## src/rtl/lsu_return_align_pkg.sv

```systemverilog
// Shared types for the LSU load-return path: config widths, size encoding, slot layout.
// Latency: n/a (types and constants only).
// Backpressure: n/a.
package lsu_return_align_pkg;

    localparam int XLEN         = 64;
    localparam int CACHE_USER_W = 4;
    localparam int ID_W         = 8;
    localparam int ERR_W        = 6;

    typedef enum logic [1:0] {
        SZ_BYTE  = 2'd0,
        SZ_HALF  = 2'd1,
        SZ_WORD  = 2'd2,
        SZ_DWORD = 2'd3
    } size_e;

    // Written at issue time.
    typedef struct packed {
        logic [ID_W-1:0] id;
        logic [3:0]      offset;
        logic [1:0]      size;
        logic            sgn;
    } slot_meta_t;

    // Written at return time; rdata is kept raw and aligned on the way out.
    typedef struct packed {
        logic [2*XLEN-1:0]       rdata;
        logic [CACHE_USER_W-1:0] user;
        logic [ERR_W-1:0]        error;
        logic                    mmio;
    } slot_pay_t;

endpackage

```

## src/rtl/lsu_return_align_load_data_align.sv

```systemverilog
// Combinational load aligner: picks the 64-bit half, shifts by byte offset, truncates and extends.
// Latency: 0 cycles (pure combinational).
// Backpressure: none.
// Ports: rdata_i raw 128-bit beat, offset_i/size_i/signed_i from the request,
//        error_i forces the result to zero, data_o aligned XLEN result.
module load_data_align
    import lsu_return_align_pkg::*;
(
    input  logic [2*XLEN-1:0] rdata_i,
    input  logic [3:0]        offset_i,
    input  logic [1:0]        size_i,
    input  logic              signed_i,
    input  logic [ERR_W-1:0]  error_i,
    output logic [XLEN-1:0]   data_o
);

    logic [XLEN-1:0] half;
    logic [XLEN-1:0] shifted;

    assign half    = offset_i[3] ? rdata_i[2*XLEN-1:XLEN] : rdata_i[XLEN-1:0];
    // Zero fill from the top: accesses that run past the half are silently truncated.
    assign shifted = half >> {offset_i[2:0], 3'b000};

    always_comb begin
        data_o = shifted;
        case (size_e'(size_i))
            SZ_BYTE:  data_o = {{(XLEN-8){signed_i & shifted[7]}},   shifted[7:0]};
            SZ_HALF:  data_o = {{(XLEN-16){signed_i & shifted[15]}}, shifted[15:0]};
            SZ_WORD:  data_o = {{(XLEN-32){signed_i & shifted[31]}}, shifted[31:0]};
            default:  data_o = shifted;
        endcase
        if (error_i != '0) begin
            data_o = '0;
        end
    end

endmodule

```

## src/rtl/lsu_return_align.sv

```systemverilog
// Tracks outstanding loads in order, captures cache returns, presents aligned results for writeback.
// Latency: a return is visible on wb_* the cycle after ret_valid_i.
// Backpressure: wb_ready_i stalls the head (outputs held); can_issue_o drops when all slots are in use.
// Ports: clk_i/srst_i clock and sync reset; iss_* request issue; ret_* cache return (no ready);
//        wb_* aligned result with valid/ready; proto_err_o sticky violation flag.
module lsu_return_align
    import lsu_return_align_pkg::*;
#(
    parameter int DEPTH = 4
) (
    input  logic                    clk_i,
    input  logic                    srst_i,
    input  logic                    iss_valid_i,
    input  logic [ID_W-1:0]         iss_id_i,
    input  logic [3:0]              iss_offset_i,
    input  logic [1:0]              iss_size_i,
    input  logic                    iss_signed_i,
    output logic                    can_issue_o,
    input  logic                    ret_valid_i,
    input  logic [2*XLEN-1:0]       ret_rdata_i,
    input  logic [ID_W-1:0]         ret_id_i,
    input  logic [CACHE_USER_W-1:0] ret_user_i,
    input  logic [ERR_W-1:0]        ret_error_i,
    input  logic                    ret_mmio_i,
    output logic                    wb_valid_o,
    input  logic                    wb_ready_i,
    output logic [XLEN-1:0]         wb_data_o,
    output logic [ID_W-1:0]         wb_id_o,
    output logic [CACHE_USER_W-1:0] wb_user_o,
    output logic [ERR_W-1:0]        wb_error_o,
    output logic                    wb_mmio_o,
    output logic                    proto_err_o
);

    localparam int AW = $clog2(DEPTH);
    localparam int PW = AW + 1;

    // Pointers carry an extra wrap bit so full and empty are distinguishable.
    logic [PW-1:0] wr_q, wr_d, fl_q, fl_d, rd_q, rd_d;
    logic          perr_q, perr_d;

    slot_meta_t meta_q [DEPTH];
    slot_pay_t  pay_q  [DEPTH];

    logic [PW-1:0] occ;
    logic          pending;
    logic          iss_fire, ret_fire, wb_fire;
    logic          id_mismatch;

    slot_meta_t head_meta;
    slot_pay_t  head_pay;

    assign occ         = wr_q - rd_q;
    assign can_issue_o = occ < PW'(DEPTH);
    assign pending     = fl_q != wr_q;
    assign wb_valid_o  = rd_q != fl_q;

    assign iss_fire    = iss_valid_i & can_issue_o;
    assign ret_fire    = ret_valid_i & pending;
    assign wb_fire     = wb_valid_o & wb_ready_i;
    assign id_mismatch = ret_fire & (ret_id_i != meta_q[fl_q[AW-1:0]].id);

    always_comb begin
        wr_d   = wr_q + PW'(iss_fire);
        fl_d   = fl_q + PW'(ret_fire);
        rd_d   = rd_q + PW'(wb_fire);
        perr_d = perr_q
               | (iss_valid_i & ~can_issue_o)
               | (ret_valid_i & ~pending)
               | id_mismatch;
    end

    always_ff @(posedge clk_i) begin
        if (srst_i) begin
            wr_q   <= '0;
            fl_q   <= '0;
            rd_q   <= '0;
            perr_q <= 1'b0;
        end else begin
            wr_q   <= wr_d;
            fl_q   <= fl_d;
            rd_q   <= rd_d;
            perr_q <= perr_d;
        end
    end

    // Slot storage is not reset; occupancy is defined purely by the pointers.
    always_ff @(posedge clk_i) begin
        if (!srst_i && iss_fire) begin
            meta_q[wr_q[AW-1:0]] <= '{id: iss_id_i, offset: iss_offset_i,
                                      size: iss_size_i, sgn: iss_signed_i};
        end
        if (!srst_i && ret_fire) begin
            pay_q[fl_q[AW-1:0]] <= '{rdata: ret_rdata_i, user: ret_user_i,
                                     error: ret_error_i, mmio: ret_mmio_i};
        end
    end

    assign head_meta   = meta_q[rd_q[AW-1:0]];
    assign head_pay    = pay_q[rd_q[AW-1:0]];
    assign proto_err_o = perr_q;
    assign wb_id_o     = head_meta.id;
    assign wb_user_o   = head_pay.user;
    assign wb_error_o  = head_pay.error;
    assign wb_mmio_o   = head_pay.mmio;

    load_data_align u_align (
        .rdata_i  (head_pay.rdata),
        .offset_i (head_meta.offset),
        .size_i   (head_meta.size),
        .signed_i (head_meta.sgn),
        .error_i  (head_pay.error),
        .data_o   (wb_data_o)
    );

endmodule

```

## config.mk

```make
export PLATFORM = sky130hd
export DESIGN_NAME = lsu_return_align
export DESIGN_NICKNAME = d
export VERILOG_FILES = /design/src/rtl/lsu_return_align_pkg.sv /design/src/rtl/lsu_return_align_load_data_align.sv /design/src/rtl/lsu_return_align.sv
export SDC_FILE = /design/constraint.sdc
export NUM_CORES = 1
export LEC_CHECK = 0
export ABC_AREA = 1
export CAP_MARGIN = 5
export CELL_PAD_IN_SITES_DETAIL_PLACEMENT = 1
export CELL_PAD_IN_SITES_GLOBAL_PLACEMENT = 2
export CORE_ASPECT_RATIO = 1.2
export CORE_UTILIZATION = 30
export CTS_CLUSTER_SIZE = 24
export DETAILED_ROUTE_END_ITERATION = 7
export GPL_TIMING_DRIVEN = 0
export PLACE_DENSITY = 0.71
export SLEW_MARGIN = 0
export SYNTH_ARGS = -nofsm -noshare
export SYNTH_HDL_FRONTEND = slang
export SYNTH_SLANG_ARGS = --single-unit
export TNS_END_PERCENT = 100
```

## constraint.sdc

```tcl
create_clock -name clk_i -period 15.9 [get_ports clk_i]
set_input_delay 3.18 -clock clk_i [delete_from_list [all_inputs] [get_ports clk_i]]
set_output_delay 3.18 -clock clk_i [all_outputs]
set_load 0.005 [all_outputs]
```

Word-level counts from Yosys, hierarchy flattened
Memory sizes are Yosys's and may differ from the RTL's. A register that Yosys moved wholly into a read port is not among the register bits.
Cells that the tools add are included.

storage, ports and cells
  register bits after elaboration = 10
  RAM bits = 616
  input bits = 167
  output and inout port bits = 86
  memories = 2

cells by class
  add/subtract/negate cells = 4
  magnitude comparators = 1
  eq/ne operators = 5
  shift-type cells = 1
  multiplexer cells = 10
  bitwise gates (word level) = 14
  reduce and logical (&&, ||, !) cells = 5

memory list
  memory  words  width  read ports  clocked after memory_dff  wr ports  line                    RTL
  pay_q   4      139    1           1                         1         lsu_return_align.sv:43  slot_pay_t pay_q [DEPTH];
  meta_q  4      15     2           2                         1         lsu_return_align.sv:42  slot_meta_t meta_q [DEPTH];

operators with widths
  operator              number
  $pmux W64 S3          1
  $mux W64              2
  $shr A64 B6 Y64       1
  $add A3 B1 Y3         3
  $and A1 B1 Y1         9
  $ne A8 B8 Y1          1
  $mux W2               3
  $ne A3 B3 Y1          2
  $reduce_bool A6 Y1    1
  $mux W1               4
  $lt A3 B3 Y1 const B  1
  $or A1 B1 Y1          3
  $sub A3 B3 Y3         1
  $eq A2 B1 Y1 const B  1
  $eq A2 B2 Y1 const B  1
  $logic_and A1 B1 Y1   2
  $logic_not A2 Y1      1
  $not A1 Y1            2
  $logic_not A1 Y1      1

Depth between registers and ports, before layout
  word-level depth = 7
  gate-level depth with buffers = 18

By module
Synthesis repeated with hierarchy kept, for this count alone.

second synthesis, totals
  cell total of the unflattened synthesis = 2391
  area, all modules = 27313.7 µm²

by module, submodules not included
  module            times used  cells each  area an instance (µm²)  seq. area each (µm²)
  lsu_return_align  1           1703        23879.2                 18697.9
  load_data_align   1           688         3434.5                  0.0

Worst setup path after synthesis
Ideal clock, no wire load.

  kind = input port to flip-flop
  start = input ret_valid_i
  end = memory pay_q[0][0] (netlist name), enable pin
  setup time = 0.807 ns
  arrival = 12.858 ns
  required time = 15.093 ns
  setup slack = 2.235 ns
  stages = 4
  path buffers = 0
  path through = inv_1 -> nor2_1 -> nand2_1 -> nor3_1

between the ends
  cells in the longest elaborated chain, start to end = 4

ends and longest elaborated chain
  what                           line                    RTL
  start, declared                lsu_return_align.sv:19  input logic ret_valid_i,
  $and A1 B1 Y1                  lsu_return_align.sv:59  assign ret_fire = ret_valid_i & pending;
  $logic_and A1 B1 Y1            lsu_return_align.sv:93  if (!srst_i && ret_fire) begin
  $mux W1                        lsu_return_align.sv:93
  $mux W1 (not written as such)  lsu_return_align.sv:94  pay_q[fl_q[AW-1:0]] <= '{rdata: ret_rdata_i, user: ret_user_i,
  end, declared                  lsu_return_align.sv:43

No other way between the ends.

==> out/metrics.cfg <==
[run_status]
status = complete, no violations

[clock_tree]
clockBufferDepth = 3
cts_root_buf = clkbuf_16
cts_tree = yes
cts.repair.resized = 0
ctsHoldBuffers = 0
clock_latency_ns = 0.63
post_cts_buffers = 0
cts.sinks = 626
cts_max_level = 3
clk_pin_slew_ns = 0.06
cts_made_buffers = 66

[logic_synthesis]
ys_seq_elements = 626
syn-num-nets = 2702
async_flop_share_pct = 0
synth-main-ff-cell = edfxtp_1
syn_area_sq_mm = 0.02780
ys_seq_area_share_pct = 67.26
yosysTopAreaCell = edfxtp_1
synth_edf_count = 616
avgSynthCellArea_sq_um = 11.00
synth_top_area_share_pct = 66.54
ys_types = 46
synth.most_common_cell = edfxtp_1
syn_inst = 2528
yosysWarnings = 0
ys_top_cells_by_area = edfxtp_1 (67%), nand2_1 (6.5%), nor2_1 (5.3%)
synth_common_cells = edfxtp_1 (616), nand2_1 (482), nor2_1 (395)

[detailed_routing]
route.top_layer_used = met5
wl_met3_um = 4992
wl_met1_um = 44390
drc = 0
wl_per_cell_um = 24.96
ant_nets = 0
routed_wl_um = 104000
route.met2.wl_um = 51660
num_vias = 20930
drt_first_iter_violations = 1548
dr.pass1.iters = 8
viasPerCell = 5.021

[worst_setup_path]
critPathMaxFanout = 10
crit_chain = buf_4 -> buf_6 -> buf_4 -> buf_4 -> clkbuf_1 -> o21ai_0 -> o22ai_1 -> o21ai_0 -> o21ai_0 -> o21ai_0 -> a21oi_1 -> clkdlybuf4s50_1
endpoint_kind = output pin
critPathLaunchType = register
arrival_ns = 5.09
cpPeakStageDelay_ns = 0.85
path_common_cell = o21ai_0
critPathKind = register to output pin
cp.required_ns = 12.72
cpMaxStageDelayCell = clkbuf_1

[die]
die_y_um = 335.5
die-area_sq_mm = 0.09389
rows = 121
die_w_um = 279.9
io_pins = 253
core_sq_mm = 0.09129
start_util_pct = 30.45

[grt]
antenna_found_initial = 10
grt_first_pass_wirelength_um = 148300
gr-total-overflow = 0
grt_usage_pct = 21.89
grt_pass1_vias = 21750
grt_max_degree = 27

[timing]
slew_viol_final = 0
whs_ns = 0.5387
rsz0062_at_grt = no
max_freq_mhz = 121.0
final_hold_viol_count = 0
max_slew.worst_pin.slew_ns = 1.111
max_slew_margin_pct = 25.91
period_share_pct = 51.99
setup_viol_count_final = 0
finClkSkew_ns = 0.02731
period_minus_slack_ns = 8.267

[layout]
nNetsFinal = 3062
ff_latch_area_sq_mm = 0.01870
drive_gt1_share_pct = 10.26
fillers = 9944
syn_to_final_growth_pct = 24.73
fin_util_pct = 37.98
multi_input_area_sq_mm = 0.007674

[hold_path]
hold_class = register to register

[pwr]
peakVddDrop_uv = 84.76
power_density_mw_per_mm2 = 178.1
p_leak_uw = 0.01254

[place]
hpwlAfterDp_um = 76990
place.gp.congestion = 0.8836
numPortBuffers = 252

[job]
cap_viol_max_count = 0

## cells in the final DEF, fill, tap and decap left out, drive strengths merged, types with 41 or more instances in the layout
cell type / netlist / routed
a21oi: 55 / 55
buf: 119 / 159
clkbuf: 47 / 129
clkdlybuf4s50: 0 / 252
edfxtp: 616 / 616
inv: 113 / 115
nand2: 487 / 487
nand3: 192 / 192
nor2: 396 / 396
o211ai: 42 / 42
o21ai: 308 / 308
o22ai: 41 / 41
## cell families (layout without fill, tap and decap cells)
logic type               Yosys count  after routing  share of synthesized area, %
AO/OA/AOI/OAI                    478            478                         9.636
AND/OR/NAND/NOR                 1120           1120                         16.98
buffers and inverters            281            688                         5.311
flip-flops                       626            626                         67.26
adder cells (fa/ha/maj)            7              7                        0.3150
XOR/XNOR                          16             16                        0.5041
other                              0              4                             0
## stage by stage
step	cells	TNS [ns]	area [sq um]	worst slack, ns	total power [uW]
floorplan	2528	0	27800	2.235	3523
global placement	4010	-1277.35	31860	-7.758	4647
detailed placement	4050	0	32590	8.307	4674
CTS	4165	0	34660	7.560	6191
global route	4168	0	34670	7.499	6458
finish	4169	0	34670	7.633	6176
## critical path, delay by kind of cell (launching register included)
| kind | cells | cell delay (ns) |
|---|---|---|
| AOI/OAI and AO/OA | 6 | 1.70 |
| buffers and inverters | 6 | 2.39 |
| DFF | 1 | 0.33 |
## path summary, 6_finish.rpt
path	startpoint	endpoint	slack, ns	cells past startpoint
worst max register to register	rd_q[1]	meta_q[1][9]	11.03	15
worst min-delay path	proto_err_o	proto_err_o	0.54	2
worst max-delay path	rd_q[1]	wb_data_o[5]	7.63	12
worst min register to register	proto_err_o	proto_err_o	0.54	2
## power breakdown
group          total (uW)  internal, uW  switching (uW)  leakage [uW]
logic                2700           779            1920       0.00589
clock network        1520           867             649       0.00101
registers            1960          1930            31.3       0.00564
## sequential cells by signal, indices dropped and copies added (netlist names)
| register | count |
|---|---|
| pay_q | 556 |
| meta_q | 60 |
| fl_q | 3 |
| rd_q | 3 |
| wr_q | 3 |
| proto_err_o | 1 |
## layout make-up
type                            instances  share of cell area (%)
Buffer                                166                   2.988
Clock buffer                           82                   5.059
Clock inverter                         33                  0.9346
Antenna cell                            4                 0.02887
Sequential cell                       626                   53.92
Timing Repair Buffer                  292                   9.227
Inverter                              115                   1.270
Multi-Input combinational cell       1621                   22.13
Tap cell                             1230                   4.438
## routing by layer
layer,vias to the layer above,track usage (%)
met4,6,7.383
met2,581,37.78
li1,9596,-
met3,135,3.354
met1,10620,27.85
met5,-,0
No activity file was read; power rests on OpenSTA's default activity.
==> RTL edit, RTL diff (same flow settings) <==
Set the package constant `CACHE_USER_W` to 6 (it was 4).
--- a/src/rtl/lsu_return_align_pkg.sv
+++ b/src/rtl/lsu_return_align_pkg.sv
@@ -4,7 +4,7 @@
 package lsu_return_align_pkg;
 
     localparam int XLEN         = 64;
-    localparam int CACHE_USER_W = 4;
+    localparam int CACHE_USER_W = 6;
     localparam int ID_W         = 8;
     localparam int ERR_W        = 6;
 
Ports: changed (resized ret_user_i and wb_user_o); port bits go from 253 to 257. The function was not compared with the original's and may differ.
==> RTL edit against the original RTL <==
  * Sequential cell count is 8 higher
  * Power is 1.2% higher
  * Worst hold slack better by 0.020 ns
  * Synthesized cell count is 0.47% higher
  * Worst setup slack better by 0.54 ns
  * Via count hardly changed
  * Routed wire length is 1.8% lower
  * Combinational power is 1% lower
  * Design area is 1.2% higher
  * Area after synthesis is 0.63% higher
==> RTL edit: results (changes against the original RTL) <==
run_status:
  outcome: "finished clean"
layout:
  flip_flop_count_of_the_largest_register_all_copies_and_words_added: 564  # +1.4%
  drive_above_1_share_pct: 9.94  # -0.31 points
logic_synthesis:
  yosys-top-cells-count: "624 x sky130_fd_sc_hd__edfxtp_1, 465 x sky130_fd_sc_hd__nand2_1, 398 x sky130_fd_sc_hd__nor2_1"
  synthesis.nets: 2716  # +0.52%
  top_post_synthesis_cells_by_area: "sky130_fd_sc_hd__edfxtp_1 67%, sky130_fd_sc_hd__nand2_1 6.2%, sky130_fd_sc_hd__nor2_1 5.3%"
  synth_xor_xnor_area_share_pct: 0.501  # -0.0032 points
  synth-edff-count: 624  # +1.3%
  compound_gate_portion_of_the_synthesized_area_pct: 9.26  # -0.37 points
  yosys.cell_types.count: 39  # -15%
route:
  routed-via-count: 20900  # -0.024%
  detailedRoute.firstIterationViolations: 1202  # -22%
  routed_wirelength_um: 102000  # -1.8%
  met2RoutedLength_um: 50100  # -3.0%
critical_path:
  critPathArrivalTime_ns: 4.55  # -0.54 ns
  timing.rr.end: "meta_q[1][14]"
  worst-r2r-setup-slack_ns: 11.43  # +0.40 ns
  path_max_fanout: 10  # unchanged
  slowest_delay_ns: 0.79  # -0.06 ns
  slowest_stage: "sky130_fd_sc_hd__clkbuf_1"
  rr_worst_depth: 13  # -2
pwr:
  leakage_nw: 12.7  # +1.5%
  worst_ir_drop_vdd_mv: 0.0837  # -1.2%
timing:
  timing_worst_slew_pin_value_ns: 1.03  # -0.0775 ns
  final.hold.worst_slack_ns: 0.558  # +0.0196 ns
  finalClockSkew_ns: 0.0353  # +0.00796 ns
placed_design:
  place_congestion: 0.848  # -4.1%
  hpwlAfterDp_um: 76300  # -0.90%
  port-buffer-count: 256  # +1.6%
  dpl_cell_area_sq_um: 32900  # +0.83%
  placed_cells_incl_taps: 4089  # +0.96%
grt:
  grt.total_usage_pct: 21.7  # -0.20 points
  grt_pass1_vias: 22100  # +1.4%
  first_pass_grt_wire_length_um: 149000  # +0.43%
  grt_antenna_before_repair: 14  # +4
worst_hold_path:
  hold_class: "flop to flop"
==> RTL edit: per-layer routing <==
| metal | vias up | GRT usage, % |
|---|---|---|
| met5 | - | 0 |
| met4 | 8 | 7.27 |
| met1 | 10500 | 27.5 |
| li1 | 9685 | - |
| met2 | 571 | 37.2 |
| met3 | 146 | 3.87 |
==> RTL edit: cell families after synthesis <==
| logic type | Yosys count |
|---|---|
| AO/OA/AOI/OAI | 458 |
| XOR/XNOR | 16 |
| adder cells (fa/ha/maj) | 7 |
| buffers and inverters | 288 |
| flip-flops | 634 |
| AND/OR/NAND/NOR | 1137 |
==> RTL edit: final cells by class <==
cell class / count / area (sq um) / area share [%]
Timing Repair Buffer: 309 / 3280 / 9.36
Multi-Input combinational cell: 1618 / 7690 / 21.9
Inverter: 124 / 465 / 1.33
Antenna cell: 8 / 20.0 / 0.0571
Buffer: 164 / 927 / 2.64
Clock inverter: 37 / 482 / 1.37
Clock buffer: 81 / 1730 / 4.93
Sequential cell: 634 / 18900 / 54.0
Tap cell: 1240 / 1550 / 4.42
==> RTL edit: worst max-delay path by stage <==
stage,from,endpoint,slack [ns]
6_report,rd_q[1],wb_data_o[5],8.17
2_1_floorplan,ret_valid_i,pay_q[1][0],2.09
5_1_grt,rd_q[1],wb_data_o[9],7.93
3_3_place_gp,ret_valid_i,pay_q[0][127],-8.04
4_1_cts,rd_q[1],wb_data_o[6],8.13
3_5_place_dp,rd_q[1],wb_data_o[6],8.85
==> RTL edit: where the power goes <==
part | internal, mW | switching, mW | leakage [nW] | total (mW)
logic | 0.765 | 1.90 | 5.94 | 2.66
clock network | 0.943 | 0.659 | 1.07 | 1.60
registers | 1.96 | 0.0332 | 5.71 | 1.99
total | 3.66 | 2.59 | 12.7 | 6.25
